--- src/rtl/mem_refill_ctrl.sv ---
// Cache refill controller: optional dirty-victim writeback, then word-serial block fetch and a one-cycle fill pulse.
// Miss to fill_valid is WORDS_PER_BLOCK+2 cycles at single-cycle ack; each word holds mem_req/addr/data until mem_ack.
module mem_refill_ctrl #(
    parameter int ADDRESS_WIDTH   = 32,
    parameter int DATA_WIDTH      = 32,
    parameter int OFFSET_WIDTH    = 6,
    parameter int WORDS_PER_BLOCK = 16
) (
    input  logic                     clk,
    input  logic                     reset,
    input  logic                     miss_req,
    input  logic [ADDRESS_WIDTH-1:0] miss_addr,
    input  logic                     wb_valid,
    input  logic [ADDRESS_WIDTH-1:0] wb_addr,
    input  logic [DATA_WIDTH-1:0]    wb_data [WORDS_PER_BLOCK],
    output logic                     fill_valid,
    output logic [DATA_WIDTH-1:0]    fill_data [WORDS_PER_BLOCK],
    output logic                     busy,
    output logic                     mem_req,
    output logic                     mem_we,
    output logic [ADDRESS_WIDTH-1:0] mem_addr,
    output logic [DATA_WIDTH-1:0]    mem_wdata,
    input  logic                     mem_ack,
    input  logic [DATA_WIDTH-1:0]    mem_rdata
);

    localparam int CNT_W  = (WORDS_PER_BLOCK > 1) ? $clog2(WORDS_PER_BLOCK) : 1;
    localparam int WOFF_W = OFFSET_WIDTH - 2;
    localparam int TAG_W  = ADDRESS_WIDTH - OFFSET_WIDTH;
    localparam logic [CNT_W-1:0] LAST_WORD = CNT_W'(WORDS_PER_BLOCK - 1);

    typedef enum logic [1:0] {IDLE, WB, FETCH, FILL} state_t;

    state_t                  state_q, state_d;
    logic [CNT_W-1:0]        cnt_q, cnt_d;
    logic                    mem_req_q, mem_req_d;
    logic                    miss_pend_q, miss_pend_d;
    logic [TAG_W-1:0]        wb_tag_q, wb_tag_d;
    logic [TAG_W-1:0]        miss_tag_q, miss_tag_d;
    logic [DATA_WIDTH-1:0]   wb_buf_q [WORDS_PER_BLOCK];
    logic [DATA_WIDTH-1:0]   wb_buf_d [WORDS_PER_BLOCK];
    logic [DATA_WIDTH-1:0]   fill_q   [WORDS_PER_BLOCK];
    logic [DATA_WIDTH-1:0]   fill_d   [WORDS_PER_BLOCK];

    logic ack_ok;
    logic last_ack;
    logic unused_offset_bits;

    assign ack_ok   = mem_req_q && mem_ack;
    assign last_ack = ack_ok && (cnt_q == LAST_WORD);
    assign unused_offset_bits = ^{wb_addr[OFFSET_WIDTH-1:0], miss_addr[OFFSET_WIDTH-1:0]};

    always_ff @(posedge clk or posedge reset) begin
        if (reset) begin
            state_q <= IDLE;
        end else begin
            state_q <= state_d;
        end
    end

    always_comb begin
        state_d = state_q;
        case (state_q)
            IDLE: begin
                if (wb_valid) begin
                    state_d = WB;
                end else if (miss_req) begin
                    state_d = FETCH;
                end
            end
            WB:      if (last_ack) state_d = miss_pend_q ? FETCH : IDLE;
            FETCH:   if (last_ack) state_d = FILL;
            FILL:    state_d = IDLE;
            default: state_d = IDLE;
        endcase
    end

    // mem_req is registered so the first cycle of every phase has it low,
    // which also gives the mandatory gap between writeback and fetch.
    always_comb begin
        cnt_d       = cnt_q;
        mem_req_d   = 1'b0;
        miss_pend_d = miss_pend_q;
        wb_tag_d    = wb_tag_q;
        miss_tag_d  = miss_tag_q;
        wb_buf_d    = wb_buf_q;
        fill_d      = fill_q;
        case (state_q)
            IDLE: begin
                cnt_d = '0;
                if (wb_valid) begin
                    wb_tag_d    = wb_addr[ADDRESS_WIDTH-1:OFFSET_WIDTH];
                    wb_buf_d    = wb_data;
                    miss_pend_d = miss_req;
                    if (miss_req) miss_tag_d = miss_addr[ADDRESS_WIDTH-1:OFFSET_WIDTH];
                end else if (miss_req) begin
                    miss_tag_d  = miss_addr[ADDRESS_WIDTH-1:OFFSET_WIDTH];
                    miss_pend_d = 1'b0;
                end
            end
            WB, FETCH: begin
                mem_req_d = !last_ack;
                if (ack_ok) begin
                    cnt_d = last_ack ? '0 : cnt_q + CNT_W'(1);
                    if (state_q == FETCH) fill_d[cnt_q] = mem_rdata;
                end
                if (state_q == FETCH) miss_pend_d = 1'b0;
            end
            default: ;
        endcase
    end

    always_ff @(posedge clk or posedge reset) begin
        if (reset) begin
            cnt_q       <= '0;
            mem_req_q   <= 1'b0;
            miss_pend_q <= 1'b0;
            wb_tag_q    <= '0;
            miss_tag_q  <= '0;
            for (int i = 0; i < WORDS_PER_BLOCK; i++) begin
                wb_buf_q[i] <= '0;
                fill_q[i]   <= '0;
            end
        end else begin
            cnt_q       <= cnt_d;
            mem_req_q   <= mem_req_d;
            miss_pend_q <= miss_pend_d;
            wb_tag_q    <= wb_tag_d;
            miss_tag_q  <= miss_tag_d;
            wb_buf_q    <= wb_buf_d;
            fill_q      <= fill_d;
        end
    end

    assign fill_data = fill_q;

    always_comb begin
        fill_valid = (state_q == FILL);
        busy       = (state_q != IDLE);
        mem_req    = mem_req_q;
        mem_we     = 1'b0;
        mem_addr   = '0;
        mem_wdata  = '0;
        if (mem_req_q) begin
            mem_addr = {(state_q == WB) ? wb_tag_q : miss_tag_q, WOFF_W'(cnt_q), 2'b00};
            if (state_q == WB) begin
                mem_we    = 1'b1;
                mem_wdata = wb_buf_q[cnt_q];
            end
        end
    end

endmodule

--- config.mk ---
export PLATFORM = sky130hd
export DESIGN_NAME = mem_refill_ctrl
export DESIGN_NICKNAME = d
export VERILOG_FILES = /design/src/rtl/mem_refill_ctrl.sv
export SDC_FILE = /design/constraint.sdc
export NUM_CORES = 2
export LEC_CHECK = 0
export CORE_AREA = 2 2 467 469
export DETAILED_ROUTE_END_ITERATION = 10
export DIE_AREA = 0 0 469 471
export GPL_TIMING_DRIVEN = 0
export SETUP_SLACK_MARGIN = 0.02
export SLEW_MARGIN = 10
export SYNTH_ARGS = -nofsm -noshare
export SYNTH_HDL_FRONTEND = slang
export SYNTH_SLANG_ARGS = --single-unit
--- constraint.sdc ---
create_clock -name clk -period 51.1 [get_ports clk]
set_clock_uncertainty 0.05 [all_clocks]
set_input_delay 10.22 -clock clk [delete_from_list [all_inputs] [get_ports clk]]
set_output_delay 10.22 -clock clk [all_outputs]
set_load 0.005 [all_outputs]
After elaboration in Yosys (flattened, before gate mapping):

Cells that the tools add are included.

* bits in registers: 1084
* output and inout bits: 580
* word-level logic and storage cells: 91

* $add $sub $neg: 1
* magnitude comparators: 2
* equality and inequality tests: 9
* mux-type cells: 26
* bitwise gates (word level): 1
* reductions and logical operators: 14

Operators by type and width (number)
* $bwmux 512: 1
* $mux 32: 6
* $bmux 32 s4: 1
* $demux 32 s4: 1
* $mux 26: 1
* $mux 2: 5
* $reduce_and 3->1: 3
* $mux 4: 2
* $ne 2x2->1 const B: 4
* $pmux 2 s4: 1
* $pmux 4 s2: 1
* $mux 1: 6
* $reduce_and 2->1: 3
* $ge 5x5->1 const B: 1
* $lt 5x1->1 const B: 1
* $not 4->5: 1
* $add 4x1->4 const B: 1
* $eq 2x2->1 const B: 2
* $eq 4x4->1 const B: 1
* $reduce_bool 2->1: 2
* $logic_and 1x1->1: 3
* $ne 3x3->1 const B: 1
* $eq 2x1->1 const B: 1
* $logic_not 2->1: 1
* 3 further kinds: 3

Logic depth before layout (Yosys ltp):

* depth in word-level cells: 6
* mapped depth: 9
* depth with buffers taken out: 6

Worst setup path before layout:

OpenSTA, ideal clock, no wires.

* path kind: reg-to-output
* start: reg cnt_q[1]
* end: out mem_wdata[14]
* data arrival time: 1629 ps
* path slack: 39201 ps
* stages on the path, launching flop included: 7
* path through: dfrtp_1 -> buf_2 -> buf_2 -> clkbuf_1 -> mux4_2 -> a22oi_1 -> o21ai_0

* word-level cells in the longest chain between the ends: 6

Ends and longest elaborated chain
* from (decl): line 35 `logic [CNT_W-1:0] cnt_q, cnt_d;`
* from (signal assigned): line 125 `cnt_q <= cnt_d;`
* $not 4->5 (not written as such): line 148 `mem_wdata = wb_buf_q[cnt_q];`
* $bmux 32 s4: line 148
* $mux 32 (not written as such) (2 in a row): line 148
* $mux 32: line 146 `if (state_q == WB) begin`
* $mux 32: line 144 `if (mem_req_q) begin`
* to (decl): line 22 `output logic [DATA_WIDTH-1:0] mem_wdata,`

No other way between the ends. The select of a mux whose other input is x is not followed.

Worst setup path after layout:

* start: reg cnt_q[1]
* end: out mem_wdata[2]

The elaborated chain is that of the path after synthesis.

==> qor.txt <==
run status = completed
Placed Instances = 6874
worst path bufs/invs = 4
final setup violation count = 0
CP most frequent cell = buf_2
final wirelength = 200900 µm
Synth cell types = 34
cell area after synthesis = 44910 µm²
Placement Rows = 171
Design Power = 3.332 mW
Crit-path slowest cell = o221ai_1
Critical Path Max Stage Delay = 0.96 ns
RD Place Congestion = 0.8570
CTS Root Buffer Type = clkbuf_16
drt first-iter violations = 1460
H-tree level count = 3
CTS tree = built
critical path arrival = 5.09 ns
Crit path required time = 40.83 ns
Die ar. = 220900 µm²
most frequent cells in the layout = 1178 x clkdlybuf4s50_1, 1084 x dfrtp_1, 997 x mux2_2, 144 x mux2_1, 125 x buf_2
PostCTS Resize Cnt = 0
final hold vios = 0
total track usage = 17.72%
clk slew on worst S/H paths = 0.06 ns
cell family with most CP delay = buffers and inverters
vias in the first global route = 32240
hold_ws = 0.4332 ns
Seq cells post-synth = 1084
Via Count = 30500
worst hold path depth = 1
crit start category = flop
initial antenna violation count = 72
syn avg cell area = 15.88 µm²
port bufs = 1178
layout net count = 4763
CTS sink cnt = 1084
crit path max fanout = 10
cell count along the critical path = 7
RSZ-0062 raised after global routing = false
number of max-cap violations = 0
pre-CTS setup slack = 36.13 ns
die width = 469 µm
VDD IR max = 31.85 µV
Seq/Total Area, Yosys = 60.40%
total CTS buffers = 120
setup slack after layout = 35.74 ns
R2R depth = 9
Final Max Slew Viols = 0
Die Ht = 471 µm
measured slew at the worst slew-check pin = 1.226 ns
DP HPWL = 160700 µm
min cycle time layout = 15.36 ns
Post-Syn Instances = 2829
post-DR vias/cell = 4.288
HP Class = flop to flop
Pleak = 27.66 nW
Yosys warnings = 0
Setup CP Type = flop to primary output
non-filler cells, final = 7113
TritonRoute pass-1 iters = 5
PD cells = 51.52 nW/µm²
# DRC = 0
worst-skew pair later-pin latency = 0.77 ns
Crit. End Element = primary output
routed len/inst = 28.24 µm
initial core utilization = 20.78%
Critical Path, Cell by Cell = buf_2 -> buf_2 -> nand2_1 -> clkbuf_1 -> o221ai_1 -> o21ai_0 -> clkdlybuf4s50_1
CORE AREA = 216100 µm²
antenna-violating nets left = 0
aggregate global routing overflow = 0
fin area = 64680 µm²
area growth from synthesis to layout = 44.02%
dpl cell area = 60590 µm²
fmax = 65.11 MHz
Boundary Pins = 1193
most common cell after layout, fill and taps aside = clkdlybuf4s50_1
Slew Limit Headroom = 18.25%
first-pass GRT wire length = 271000 µm
share of cells above drive strength 1 = 33.14%
Post-CTS Setup Inserts = 0
Clock Tree Buf Depth = 3
Final period util = 30.06%
largest net degree at the start of global routing = 114
Hold-fix buffers, CTS = 0
==> cells by family (layout without fill, tap and decap cells) <==
group	Yosys count	in the layout	share of synthesized area, %
muxes	1297	1297	33.87
adders and majority gates	8	8	0.2229
AOI/OAI and AO/OA	143	143	2.251
xor gates and xnor gates	1	1	0.01950
other	1	22	0.008350
DFF	1084	1084	60.40
buffers and inverters	214	1623	2.218
and+or+nand+nor	81	81	1.014
==> worst register-to-register path, stage by stage, from the launching register on <==
cell and delay [ns]:
dfrtp_1 0.40, buf_2 0.47, buf_4 0.43, buf_2 0.64
inv_1 0.16, ha_1 0.23, and2_1 0.23, nand2_1 0.57
buf_2 0.47, mux2_2 0.39
==> Yosys cell counts <==
cell type / instances / area [µm²]
dfrtp_1: 1084 / 27130
mux2_2: 997 / 11230
mux2_1: 144 / 1622
buf_2: 124 / 620.6
mux2i_1: 92 / 920.9
clkbuf_1: 73 / 274.0
a22oi_1: 64 / 480.5
mux4_2: 64 / 1441
o221ai_1: 32 / 280.3
nor2b_1: 31 / 193.9
o21ai_0: 24 / 120.1
nand2_1: 20 / 75.07
o21ai_1: 14 / 70.07
and2_1: 10 / 62.56
buf_4: 10 / 75.07
ha_1: 8 / 100.1
inv_1: 6 / 22.52
a21oi_1: 4 / 20.02
and3_1: 4 / 25.02
nand3_1: 3 / 15.01
nand3_2: 3 / 30.03
nor2_1: 3 / 11.26
nor3_1: 3 / 15.01
nand2b_1: 2 / 12.51
a211oi_1: 1 / 7.510
a21o_1: 1 / 7.510
and2_0: 1 / 6.260
and4_1: 1 / 8.760
buf_1: 1 / 3.750
conb_1: 1 / 3.750
o22a_1: 1 / 8.760
o31ai_1: 1 / 7.510
o41ai_1: 1 / 8.760
xnor2_1: 1 / 8.760
==> path summary, 6_finish.rpt <==
kind                                           start                         end  slack (ns)
max in group asynchronous                      reset   wb_buf_q[141]$_DFFE_PP0P_       38.59
min in group asynchronous                      reset   fill_data[31]$_DFFE_PP0P_        9.77
hold reg to reg            fill_data[17]$_DFFE_PP0P_   fill_data[17]$_DFFE_PP0P_        0.43
setup reg to reg                cnt_q[0]$_DFFE_PP0P_  fill_data[508]$_DFFE_PP0P_       46.92
hold / removal             fill_data[17]$_DFFE_PP0P_   fill_data[17]$_DFFE_PP0P_        0.43
setup / recovery                cnt_q[1]$_DFFE_PP0P_                mem_wdata[2]       35.74
==> state kept, by name, summed over array words and instances (netlist names) <==
| name | count |
|---|---|
| wb_buf_q | 512 |
| state_q | 2 |
| wb_tag_q | 26 |
| cnt_q | 4 |
| mem_req | 1 |
| fill_data | 512 |
| miss_pend_q | 1 |
| miss_tag_q | 26 |
==> routing by layer <==
layer  global-route usage (%)  vias to the layer above  part of all wire [%]
li1                         -                    13000                     -
met1                    19.30                    15980                    37
met2                    32.36                     1161                    53
met3                    4.977                      292                   7.2
met4                    6.425                       58                   3.2
met5                        0                        -                  0.18
==> area by class of cell <==
type                    count  area, µm²
fillers                 21760     151400
flip-flops and latches   1084      27130
multi-input cells        1532      16790
repair buffers           1190      12090
clock buffers             183       3591
well taps                2854       3571
plain buffers             208      978.4
clock inverters            36      452.9
diodes                     20      50.05
inverters                   6      30.03
==> power breakdown <==
group / internal (mW) / total (mW) / switching, mW
Sequential: 1.15 / 1.32 / 0.177
Clock: 0.514 / 0.891 / 0.377
Combinational: 0.604 / 1.12 / 0.513
==> through the flow <==
step                setup TNS, ns  util, %
global route                    0    29.92
floorplan                       0        -
CTS                             0    29.91
detailed placement              0    28.04
global placement         -3109.04    27.89
finish                          0    29.93
No activity file was read; power rests on OpenSTA's default activity.
